[src/rtl/pipeline_hazard_ctrl_if.sv]
// Hazard-controller bundle: ID/EX/MEM hazard inputs and the stall/flush outputs.
// master = pipeline side (drives the hazard inputs), slave = controller side.
interface pipeline_hazard_ctrl_if;
  logic [3:0] src1;
  logic [3:0] src2;
  logic       two_src;
  logic [3:0] exe_dest;
  logic       exe_wb_en;
  logic       exe_mem_read;
  logic [3:0] mem_dest;
  logic       mem_wb_en;
  logic       branch_taken;
  logic       mem_req;
  logic       freeze_if;
  logic       freeze_id;
  logic       flush_id;
  logic       flush_exe;
  logic       freeze_all;
  logic       mem_busy;

  modport master (
    output src1, src2, two_src, exe_dest, exe_wb_en, exe_mem_read,
           mem_dest, mem_wb_en, branch_taken, mem_req,
    input  freeze_if, freeze_id, flush_id, flush_exe, freeze_all, mem_busy
  );

  modport slave (
    input  src1, src2, two_src, exe_dest, exe_wb_en, exe_mem_read,
           mem_dest, mem_wb_en, branch_taken, mem_req,
    output freeze_if, freeze_id, flush_id, flush_exe, freeze_all, mem_busy
  );
endinterface

[src/rtl/pipeline_hazard_ctrl.sv]
// Central stall/flush controller for the 5-stage pipeline.
// Combinational RAW / branch handling plus a small FSM that freezes the whole
// pipeline for a fixed-latency data-memory access (MEM_LAT cycles in MEM).
// Optional feature macro: PIPE_FWD_EN (forwarding present -> only load-use stalls).
module pipeline_hazard_ctrl #(
  parameter int MEM_LAT = 5
) (
  input logic                  clk,
  input logic                  rst,
  pipeline_hazard_ctrl_if.slave hz
);

  typedef enum logic [1:0] {
    S_IDLE = 2'd0,
    S_WAIT = 2'd1,
    S_DONE = 2'd2
  } state_t;

  // Frozen cycles still owed after the first one (the IDLE cycle that sees
  // mem_req is itself frozen). Zero means the access goes straight to DONE.
  localparam logic [3:0] CNT_LOAD = 4'(MEM_LAT - 2);

  state_t     state_q, state_d;
  logic [3:0] cnt_q, cnt_d;
  logic       freeze_all_c;
  logic       mem_busy_c;
  logic       raw_c;
  logic       freeze_if_c, freeze_id_c, flush_id_c, flush_exe_c;

  // State register; reset abandons any in-flight access.
  always_ff @(posedge clk) begin
    if (!rst) begin
      state_q <= S_IDLE;
      cnt_q   <= '0;
    end else begin
      state_q <= state_d;
      cnt_q   <= cnt_d;
    end
  end

  // Memory-access sequencing: cnt holds the frozen cycles remaining in WAIT,
  // including the current one, so WAIT lasts MEM_LAT-2 cycles.
  always_comb begin
    state_d      = state_q;
    cnt_d        = cnt_q;
    freeze_all_c = 1'b0;
    mem_busy_c   = 1'b0;
    case (state_q)
      S_IDLE: begin
        if (hz.mem_req) begin
          freeze_all_c = 1'b1;
          if (CNT_LOAD == 4'd0) begin
            state_d = S_DONE;
            cnt_d   = '0;
          end else begin
            state_d = S_WAIT;
            cnt_d   = CNT_LOAD;
          end
        end
      end
      S_WAIT: begin
        freeze_all_c = 1'b1;
        mem_busy_c   = 1'b1;
        if (cnt_q <= 4'd1) begin
          state_d = S_DONE;
          cnt_d   = '0;
        end else begin
          cnt_d = cnt_q - 4'd1;
        end
      end
      S_DONE: begin
        // The finished instruction is still in MEM: ignore its mem_req here.
        state_d = S_IDLE;
      end
      default: begin
        state_d = S_IDLE;
        cnt_d   = '0;
      end
    endcase
  end

`ifdef PIPE_FWD_EN
  logic unused_mem_fields;
  assign unused_mem_fields = ^{hz.mem_dest, hz.mem_wb_en};

  // With forwarding, only a load feeding the very next instruction must stall.
  always_comb begin
    raw_c = hz.exe_mem_read && hz.exe_wb_en &&
            ((hz.src1 == hz.exe_dest) || (hz.two_src && (hz.src2 == hz.exe_dest)));
  end
`else
  logic unused_load_flag;
  assign unused_load_flag = hz.exe_mem_read;

  // Without forwarding, any pending write to a source register stalls.
  always_comb begin
    raw_c = (hz.exe_wb_en && (hz.src1 == hz.exe_dest)) ||
            (hz.mem_wb_en && (hz.src1 == hz.mem_dest)) ||
            (hz.two_src && hz.exe_wb_en && (hz.src2 == hz.exe_dest)) ||
            (hz.two_src && hz.mem_wb_en && (hz.src2 == hz.mem_dest));
  end
`endif

  // Output priority: memory freeze, then branch flush, then RAW stall.
  always_comb begin
    freeze_if_c = 1'b0;
    freeze_id_c = 1'b0;
    flush_id_c  = 1'b0;
    flush_exe_c = 1'b0;
    if (!rst) begin
      freeze_if_c = 1'b0;
    end else if (freeze_all_c) begin
      freeze_if_c = 1'b1;
      freeze_id_c = 1'b1;
    end else if (hz.branch_taken) begin
      // A hazard seen alongside a taken branch is on the wrong path.
      flush_id_c  = 1'b1;
      flush_exe_c = 1'b1;
    end else if (raw_c) begin
      freeze_if_c = 1'b1;
      freeze_id_c = 1'b1;
      flush_exe_c = 1'b1;
    end
  end

  assign hz.freeze_if  = freeze_if_c;
  assign hz.freeze_id  = freeze_id_c;
  assign hz.flush_id   = flush_id_c;
  assign hz.flush_exe  = flush_exe_c;
  assign hz.freeze_all = rst && freeze_all_c;
  assign hz.mem_busy   = rst && mem_busy_c;

endmodule

[src/flat_wrapper.sv]
// flat-port wrapper written by rule: the top's interface ports become plain ports
module pipeline_hazard_ctrl_flat 
#(
  parameter int MEM_LAT = 5
)
  (clk, rst, hz_src1, hz_src2, hz_two_src, hz_exe_dest, hz_exe_wb_en, hz_exe_mem_read, hz_mem_dest, hz_mem_wb_en, hz_branch_taken, hz_mem_req, hz_freeze_if, hz_freeze_id, hz_flush_id, hz_flush_exe, hz_freeze_all, hz_mem_busy);
  pipeline_hazard_ctrl_if hz_i ();
  input logic clk;
  input logic rst;
  input wire logic [$bits(hz_i.src1)-1:0] hz_src1;
  input wire logic [$bits(hz_i.src2)-1:0] hz_src2;
  input wire logic [$bits(hz_i.two_src)-1:0] hz_two_src;
  input wire logic [$bits(hz_i.exe_dest)-1:0] hz_exe_dest;
  input wire logic [$bits(hz_i.exe_wb_en)-1:0] hz_exe_wb_en;
  input wire logic [$bits(hz_i.exe_mem_read)-1:0] hz_exe_mem_read;
  input wire logic [$bits(hz_i.mem_dest)-1:0] hz_mem_dest;
  input wire logic [$bits(hz_i.mem_wb_en)-1:0] hz_mem_wb_en;
  input wire logic [$bits(hz_i.branch_taken)-1:0] hz_branch_taken;
  input wire logic [$bits(hz_i.mem_req)-1:0] hz_mem_req;
  output wire logic [$bits(hz_i.freeze_if)-1:0] hz_freeze_if;
  output wire logic [$bits(hz_i.freeze_id)-1:0] hz_freeze_id;
  output wire logic [$bits(hz_i.flush_id)-1:0] hz_flush_id;
  output wire logic [$bits(hz_i.flush_exe)-1:0] hz_flush_exe;
  output wire logic [$bits(hz_i.freeze_all)-1:0] hz_freeze_all;
  output wire logic [$bits(hz_i.mem_busy)-1:0] hz_mem_busy;
  assign hz_i.src1 = hz_src1;
  assign hz_i.src2 = hz_src2;
  assign hz_i.two_src = hz_two_src;
  assign hz_i.exe_dest = hz_exe_dest;
  assign hz_i.exe_wb_en = hz_exe_wb_en;
  assign hz_i.exe_mem_read = hz_exe_mem_read;
  assign hz_i.mem_dest = hz_mem_dest;
  assign hz_i.mem_wb_en = hz_mem_wb_en;
  assign hz_i.branch_taken = hz_branch_taken;
  assign hz_i.mem_req = hz_mem_req;
  assign hz_freeze_if = hz_i.freeze_if;
  assign hz_freeze_id = hz_i.freeze_id;
  assign hz_flush_id = hz_i.flush_id;
  assign hz_flush_exe = hz_i.flush_exe;
  assign hz_freeze_all = hz_i.freeze_all;
  assign hz_mem_busy = hz_i.mem_busy;
  pipeline_hazard_ctrl #(.MEM_LAT(MEM_LAT)) u_core (.clk(clk), .rst(rst), .hz(hz_i));
endmodule
[config.mk]
export PLATFORM = sky130hd
export DESIGN_NAME = pipeline_hazard_ctrl_flat
export DESIGN_NICKNAME = d
export VERILOG_FILES = /design/src/rtl/pipeline_hazard_ctrl_if.sv /design/src/rtl/pipeline_hazard_ctrl.sv /design/src/flat_wrapper.sv
export SDC_FILE = /design/constraint.sdc
export NUM_CORES = 1
export LEC_CHECK = 0
export ABC_AREA = 1
export CORE_MARGIN = 5
export CORE_UTILIZATION = 42
export CTS_CLUSTER_DIAMETER = 200
export DETAILED_ROUTE_END_ITERATION = 7
export GPL_TIMING_DRIVEN = 0
export PLACE_DENSITY_LB_ADDON = 0.3
export SETUP_SLACK_MARGIN = 0.5
export SLEW_MARGIN = 20
export SYNTH_ARGS = -nofsm -noshare
export SYNTH_HDL_FRONTEND = slang
export SYNTH_SLANG_ARGS = --single-unit
export TNS_END_PERCENT = 5
[constraint.sdc]
create_clock -name clk -period 1.96 [get_ports clk]
set_clock_uncertainty 0.05 [all_clocks]
set_input_delay 0.392 -clock clk [delete_from_list [all_inputs] [get_ports clk]]
set_output_delay 0.392 -clock clk [all_outputs]
set_load 0.01 [all_outputs]
==> results of run 1 <==
-- what timing repair did --
action | in CTS | in global routing
gates cloned | 0 | 0
setup endpoints to repair | 6 | 10
buffers inserted | 3 | 0
resized for setup | 116 | 0
pin swaps | 25 | 2
-- logic make-up after synthesis --
kind of cell / share of synthesized area
XOR/XNOR: 0.113
AO/OA/AOI/OAI: 0.0828
buffers and inverters: 0.152
AND/OR/NAND/NOR: 0.418
adder cells (fa/ha/maj): 0.0404
flip-flops: 0.194
-- state kept, by name, indices dropped and copies added, names as in the netlist --
name            cells
u_core.state_q      2
u_core.cnt_q        4
-- Yosys cell counts --
cell type / number
nand2_1: 40
inv_1: 19
nor2_1: 19
xor2_1: 8
dfxtp_1: 6
inv_2: 4
o21ai_0: 4
nand3_1: 3
ha_1: 2
nor2_2: 2
nor3_1: 2
o21ai_1: 2
a21oi_1: 1
buf_4: 1
o31ai_1: 1
o32ai_1: 1
-- metrics by stage --
step                      instances  TNS [ns]  area, um^2
after global placement          158     -2.42         927
after floorplan                 115         0         628
after CTS                       164         0         981
final                           164         0         981
after detailed placement        158     -2.57         927
after global routing            164         0         981
-- worst max-delay path by stage --
stage                               from           end  slack [ns]  cells past startpoint
after floorplan           hz_exe_dest[1]  hz_freeze_if        0.44                      9
after global routing          hz_src1[3]  hz_freeze_if        0.11                     13
after global placement    hz_mem_dest[3]  hz_freeze_if       -0.65                     13
after CTS                 hz_exe_dest[0]  hz_freeze_if        0.22                     11
after detailed placement      hz_src2[2]  hz_freeze_if       -0.69                     13
final                         hz_src1[1]  hz_freeze_if        0.23                     11
-- where the power goes --
group / leakage (nW) / switching (mW) / total [mW] / internal (mW)
sequential: 0.0494 / 0.0126 / 0.149 / 0.137
clock: 0.0138 / 0.0449 / 0.114 / 0.0693
combinational: 0.510 / 0.112 / 0.225 / 0.113
-- critical path: cells and delay by family --
family	cells	cell delay [ns]
xor gates and xnor gates	1	0.16
and+or+nand+nor	7	0.43
buffers and inverters	3	0.32
-- cells in the final DEF (no fill, tap or decap), types with 2 or more instances in the layout --
cell type,synthesis,layout
inv_1,19,13
xor2_1,8,8
nor2_1,19,17
nand2_1,40,39
buf_6,0,17
inv_2,4,9
nor2_4,0,2
clkdlybuf4s50_1,0,2
buf_2,0,5
nor2_2,2,2
o21ai_1,2,4
dfxtp_1,6,6
nand3_1,3,3
dlygate4sd2_1,0,5
clkbuf_4,0,3
ha_1,2,2
o21ai_0,4,2
buf_4,1,3
-- final cells by class --
type                       instances  area [um^2]
inverter                          23         88.8
tap                               15         18.8
multi-input combinational         85          428
buffer                             1         11.3
sequential                         6          120
fill                             125          369
timing repair buffer              31          292
clock buffer                       3         22.5
-- layer usage --
metal	up-vias	share of wire	routed length, um
li1	411	-	-
met1	347	0.37	618
met2	26	0.55	901
met3	4	0.067	110
met4	0	0.012	20
met5	-	0	0
==> flow_metrics.py, run 1 <==
metrics = {
    "outcome": {
        "status": "finished, final reports clean",
    },
    "finish": {
        "areaGrowthSynthToFinish_pct": 58.4,
        "diodes": 0,
        "layout-drive-gt1-share": 0.295,
        "fin_util": 0.727,
        "fin_nets": 177,
    },
    "logic_synthesis": {
        "synth.yosys.seq_area_share": 0.194,
        "synth_warnings": 0,
        "synth_nets": 141,
        "synthTopCellsByArea": "nand2_1, dfxtp_1, inv_1",
        "synth_top_cell_by_area": "nand2_1",
        "ys_seq_elements": 6,
        "synth_cell_type_count": 16,
        "syn-cell-area_um2": 619,
        "synth_top_area_frac": 0.242,
        "avgSynthCellArea_um2": 5.39,
        "synth_cells": 115,
    },
    "floorplanning": {
        "core_area_um2": 1350,
        "core.rowCount": 13,
        "die_w_um": 48.4,
        "initial_core_util": 0.459,
        "die-area_um2": 2340,
        "ios": 30,
        "die_y_um": 48.4,
    },
    "worst_setup_path": {
        "path_cells": "buf_6 -> xor2_1 -> nor2_1 -> nand2_1 -> nand2_1 -> nand2_1 -> nand2_1 -> nand2_1 -> nand2_2 -> buf_6 -> buf_6",
        "ff2ff_path_depth": 7,
        "r2r_start": "u_core.cnt_q[0]",
        "regToRegEndpoint": "u_core.cnt_q[1]",
        "cp-end-kind": "primary output",
        "reg2reg_slack_ns": 0.47,
        "cpMaxStageDelayCell": "xor2_1",
        "worst_path_largest_cell_delay_ns": 0.16,
        "worstSetupStartpointType": "input port",
        "crit_fanout": 2,
        "crit_arrival_ns": 1.29,
        "worstSetupPathType": "in2out",
        "crit_top_cell": "nand2_1",
        "crit_required_ns": 1.52,
    },
    "routing": {
        "drcViolationCount": 0,
        "wl_um": 1650,
        "vias": 788,
        "ant_nets": 0,
        "routed_via_density": 4.80,
        "drt_iter0_drc": 13,
        "firstDrtPassIters": 4,
        "routedWlPerCell_um": 10.1,
    },
    "sta": {
        "timing.hold.ws_ns": 0.475,
        "setup_slack_ns": 0.228,
        "slew_headroom": 0.851,
        "setup_viol": 0,
        "fin_crit_sh": 0.884,
        "finalCriticalPeriod_ns": 1.73,
        "hold_viol": 0,
        "rsz0062_at_grt": "yes",
        "tightest_slew_ns": 0.224,
        "fmaxAchievable_ghz": 0.577,
        "drv_slew": 0,
    },
    "place": {
        "gp_routability_congestion": 0.771,
        "numPortBuffers": 28,
        "dp_slack_ns": -0.689,
        "dp_hpwl_um": 1380,
    },
    "global_routing": {
        "met2_usage": 0.259,
        "track_usage": 0.147,
        "grt_pass1_wl_um": 2910,
        "grt_pass1_vias": 753,
        "gr-max-usage-layer": "met2",
        "met3_usage": 0.0581,
        "antenna_found_initial": 0,
        "grt_max_degree": 8,
        "grtUsageMet1": 0.151,
        "overflow": 0,
    },
    "clock_tree": {
        "clk_path_buf_depth": 2,
        "hold_buffers": 0,
        "root_buffer": "clkbuf_4",
        "cts_buffers": 3,
        "htree_levels": 1,
        "cts_tree": "yes",
        "clk_latency_ns": 0.25,
        "clkTransAtPathRegs_ns": 0.05,
        "clock-sinks": 6,
    },
    "pwr": {
        "total_power_mw": 0.488,
        "powerDensity_nw_per_um2": 498,
        "peakVddDrop_mv": 0.269,
        "p_leak_nw": 0.573,
    },
    "worst_hold_path": {
        "worst_hold_path.endpoint": "u_core.cnt_q[3]",
        "min_from": "u_core.cnt_q[3]",
        "holdPathStages": 2,
        "min_path_type": "reg2reg",
    },
    "run": {
        "drv_cap": 0,
    },
}
Power figures use the tool's default switching activity.
==> run 2: changes to the inputs <==
- CELL_PAD_IN_SITES_DETAIL_PLACEMENT: default -> 1
- CELL_PAD_IN_SITES_GLOBAL_PLACEMENT: default -> 1
- CORE_UTILIZATION: 42 -> 26
- CTS_CLUSTER_DIAMETER: 200 -> 120
==> flow_metrics.py, run 2 (synthesis results as in run 1) <==
metrics = {
    "worst_setup_path": {
        "path_cells": "nor2_2 -> nor2_2 -> inv_1 -> nor3_1 -> clkdlybuf4s15_2",
        "worstSetupStartpointType": "flip-flop",
        "crit_top_cell": "nor2_2",
        "worstSetupStartpoint": "u_core.state_q[1]",
        "cp-end-kind": "primary output",
        "crit_arrival_ns": 1.37,
        "crit_fanout": 3,
        "cp_num_cells": 5,
        "crit_required_ns": 1.52,
        "ff2ff_path_depth": 5,
        "reg2reg_slack_ns": 0.49,
        "regToRegEndpoint": "u_core.cnt_q[0]",
        "cpMaxStageDelayCell": "dfxtp_1",
        "r2r_start": "u_core.cnt_q[0]",
        "critPathTopFamily": "flip-flops",
        "cp-endpoint": "hz_flush_id",
        "worst_path_largest_cell_delay_ns": 0.41,
        "crit_buf_inv": 2,
        "worstSetupPathType": "reg2out",
    },
    "routing": {
        "vias": 780,
        "wl_um": 2070,
        "drt_iter0_drc": 5,
        "routed_via_density": 4.43,
        "ant_nets": 0,
        "firstDrtPassIters": 2,
        "drcViolationCount": 0,
        "routedWlPerCell_um": 11.7,
    },
    "pwr": {
        "powerDensity_nw_per_um2": 508,
        "total_power_mw": 0.490,
        "peakVddDrop_mv": 0.384,
        "p_leak_nw": 0.555,
    },
    "global_routing": {
        "grt_max_degree": 8,
        "grt_pass1_wl_um": 3380,
        "overflow": 0,
        "gr-max-usage-layer": "met2",
        "met3_usage": 0.0219,
        "grtUsageMet1": 0.145,
        "grt_pass1_vias": 825,
        "track_usage": 0.125,
        "antenna_found_initial": 0,
        "met2_usage": 0.224,
    },
    "clock_tree": {
        "cts_tree": "yes",
        "clkTransAtPathRegs_ns": 0.05,
        "clk_latency_ns": 0.24,
        "cts_buffers": 3,
        "root_buffer": "clkbuf_4",
        "clk_path_buf_depth": 2,
        "hold_buffers": 0,
        "htree_levels": 1,
        "clock-sinks": 6,
    },
    "run": {
        "drv_cap": 0,
    },
    "sta": {
        "fmaxAchievable_ghz": 0.551,
        "fin_crit_sh": 0.925,
        "rsz0062_at_grt": "yes",
        "finalCriticalPeriod_ns": 1.81,
        "slew_headroom": 0.816,
        "setup_viol": 0,
        "hold_viol": 0,
        "setup_slack_ns": 0.146,
        "tightest_slew_ns": 0.275,
        "drv_slew": 0,
    },
    "finish": {
        "fin_area_um2": 965,
        "biggestRegsByFlops": "u_core.cnt_q: 4 flops, u_core.state_q: 2 flops",
        "final_cell_mix": "nand2_1, nor2_1, inv_1",
        "areaGrowthSynthToFinish_pct": 55.8,
        "layout-drive-gt1-share": 0.297,
        "final_common_cell": "nand2_1",
        "largest_reg_flops": 4,
        "fin_nets": 176,
        "diodes": 0,
        "regMostFlops": "u_core.cnt_q",
        "fillers": 329,
    },
    "floorplanning": {
        "core.rowCount": 17,
        "core_area_um2": 2230,
        "die_y_um": 58.8,
        "ios": 30,
        "initial_core_util": 0.277,
        "die-area_um2": 3460,
        "die_w_um": 58.8,
    },
    "outcome": {
        "status": "finished, final reports clean",
    },
    "place": {
        "place_area_um2": 943,
        "dp_hpwl_um": 1620,
        "numPortBuffers": 28,
        "dp_slack_ns": -0.702,
        "gp_routability_congestion": 0.742,
    },
    "worst_hold_path": {
        "min_path_type": "reg2reg",
        "holdPathStages": 2,
    },
}
-- run 2: through the flow --
step           hold slack, ns  cells   util  TNS [ns]
3_3_place_gp            0.442    171  0.422     -2.46
5_1_grt                 0.517    176  0.432         0
2_1_floorplan           0.430    115      -         0
6_report                0.479    176  0.432         0
4_1_cts                 0.480    176  0.420         0
3_5_place_dp            0.473    171  0.422     -2.62
-- run 2: tightest hold or removal path, cell delays in order (launching register included) --
cell and delay, ns:
dfxtp_1 0.31, inv_1 0.09, o31ai_1 0.08
-- run 2: final cells by class --
type | count | area [um^2] | share of cell area
well taps | 28 | 35.0 | 0.0363
flip-flops and latches | 6 | 121 | 0.126
multi-input cells | 85 | 427 | 0.442
repair buffers | 30 | 259 | 0.268
clock buffers | 3 | 22.5 | 0.0233
plain buffers | 1 | 11.3 | 0.0117
inverters | 23 | 88.8 | 0.0921
-- run 2: where the power goes --
part,switching [mW],internal (mW)
Clock,0.0483,0.0695
Sequential,0.0141,0.137
Combinational,0.116,0.104
Total,0.179,0.311
-- run 2: worst min-delay path by stage --
stage	to	slack (ns)	start
2_1_floorplan	u_core.cnt_q[3]	0.43	u_core.cnt_q[3]
3_3_place_gp	u_core.cnt_q[3]	0.44	u_core.cnt_q[3]
3_5_place_dp	u_core.cnt_q[1]	0.47	u_core.cnt_q[1]
4_1_cts	u_core.cnt_q[1]	0.48	u_core.cnt_q[1]
5_1_grt	u_core.cnt_q[3]	0.52	u_core.cnt_q[3]
6_report	u_core.cnt_q[1]	0.48	u_core.cnt_q[1]
-- run 2: metal layers --
metal | up-vias | part of all wire
met5 | - | 0
met4 | 0 | 0.0097
met3 | 4 | 0.033
li1 | 409 | -
met1 | 349 | 0.43
met2 | 18 | 0.53
-- run 2: repair_timing --
item                                   CTS  global route
setup endpoints to repair                6            10
gates cloned                             0             0
setup buffers                            2             0
gates resized for setup                101             7
endpoints found under the hold margin    0             0
pin swaps                               26            13
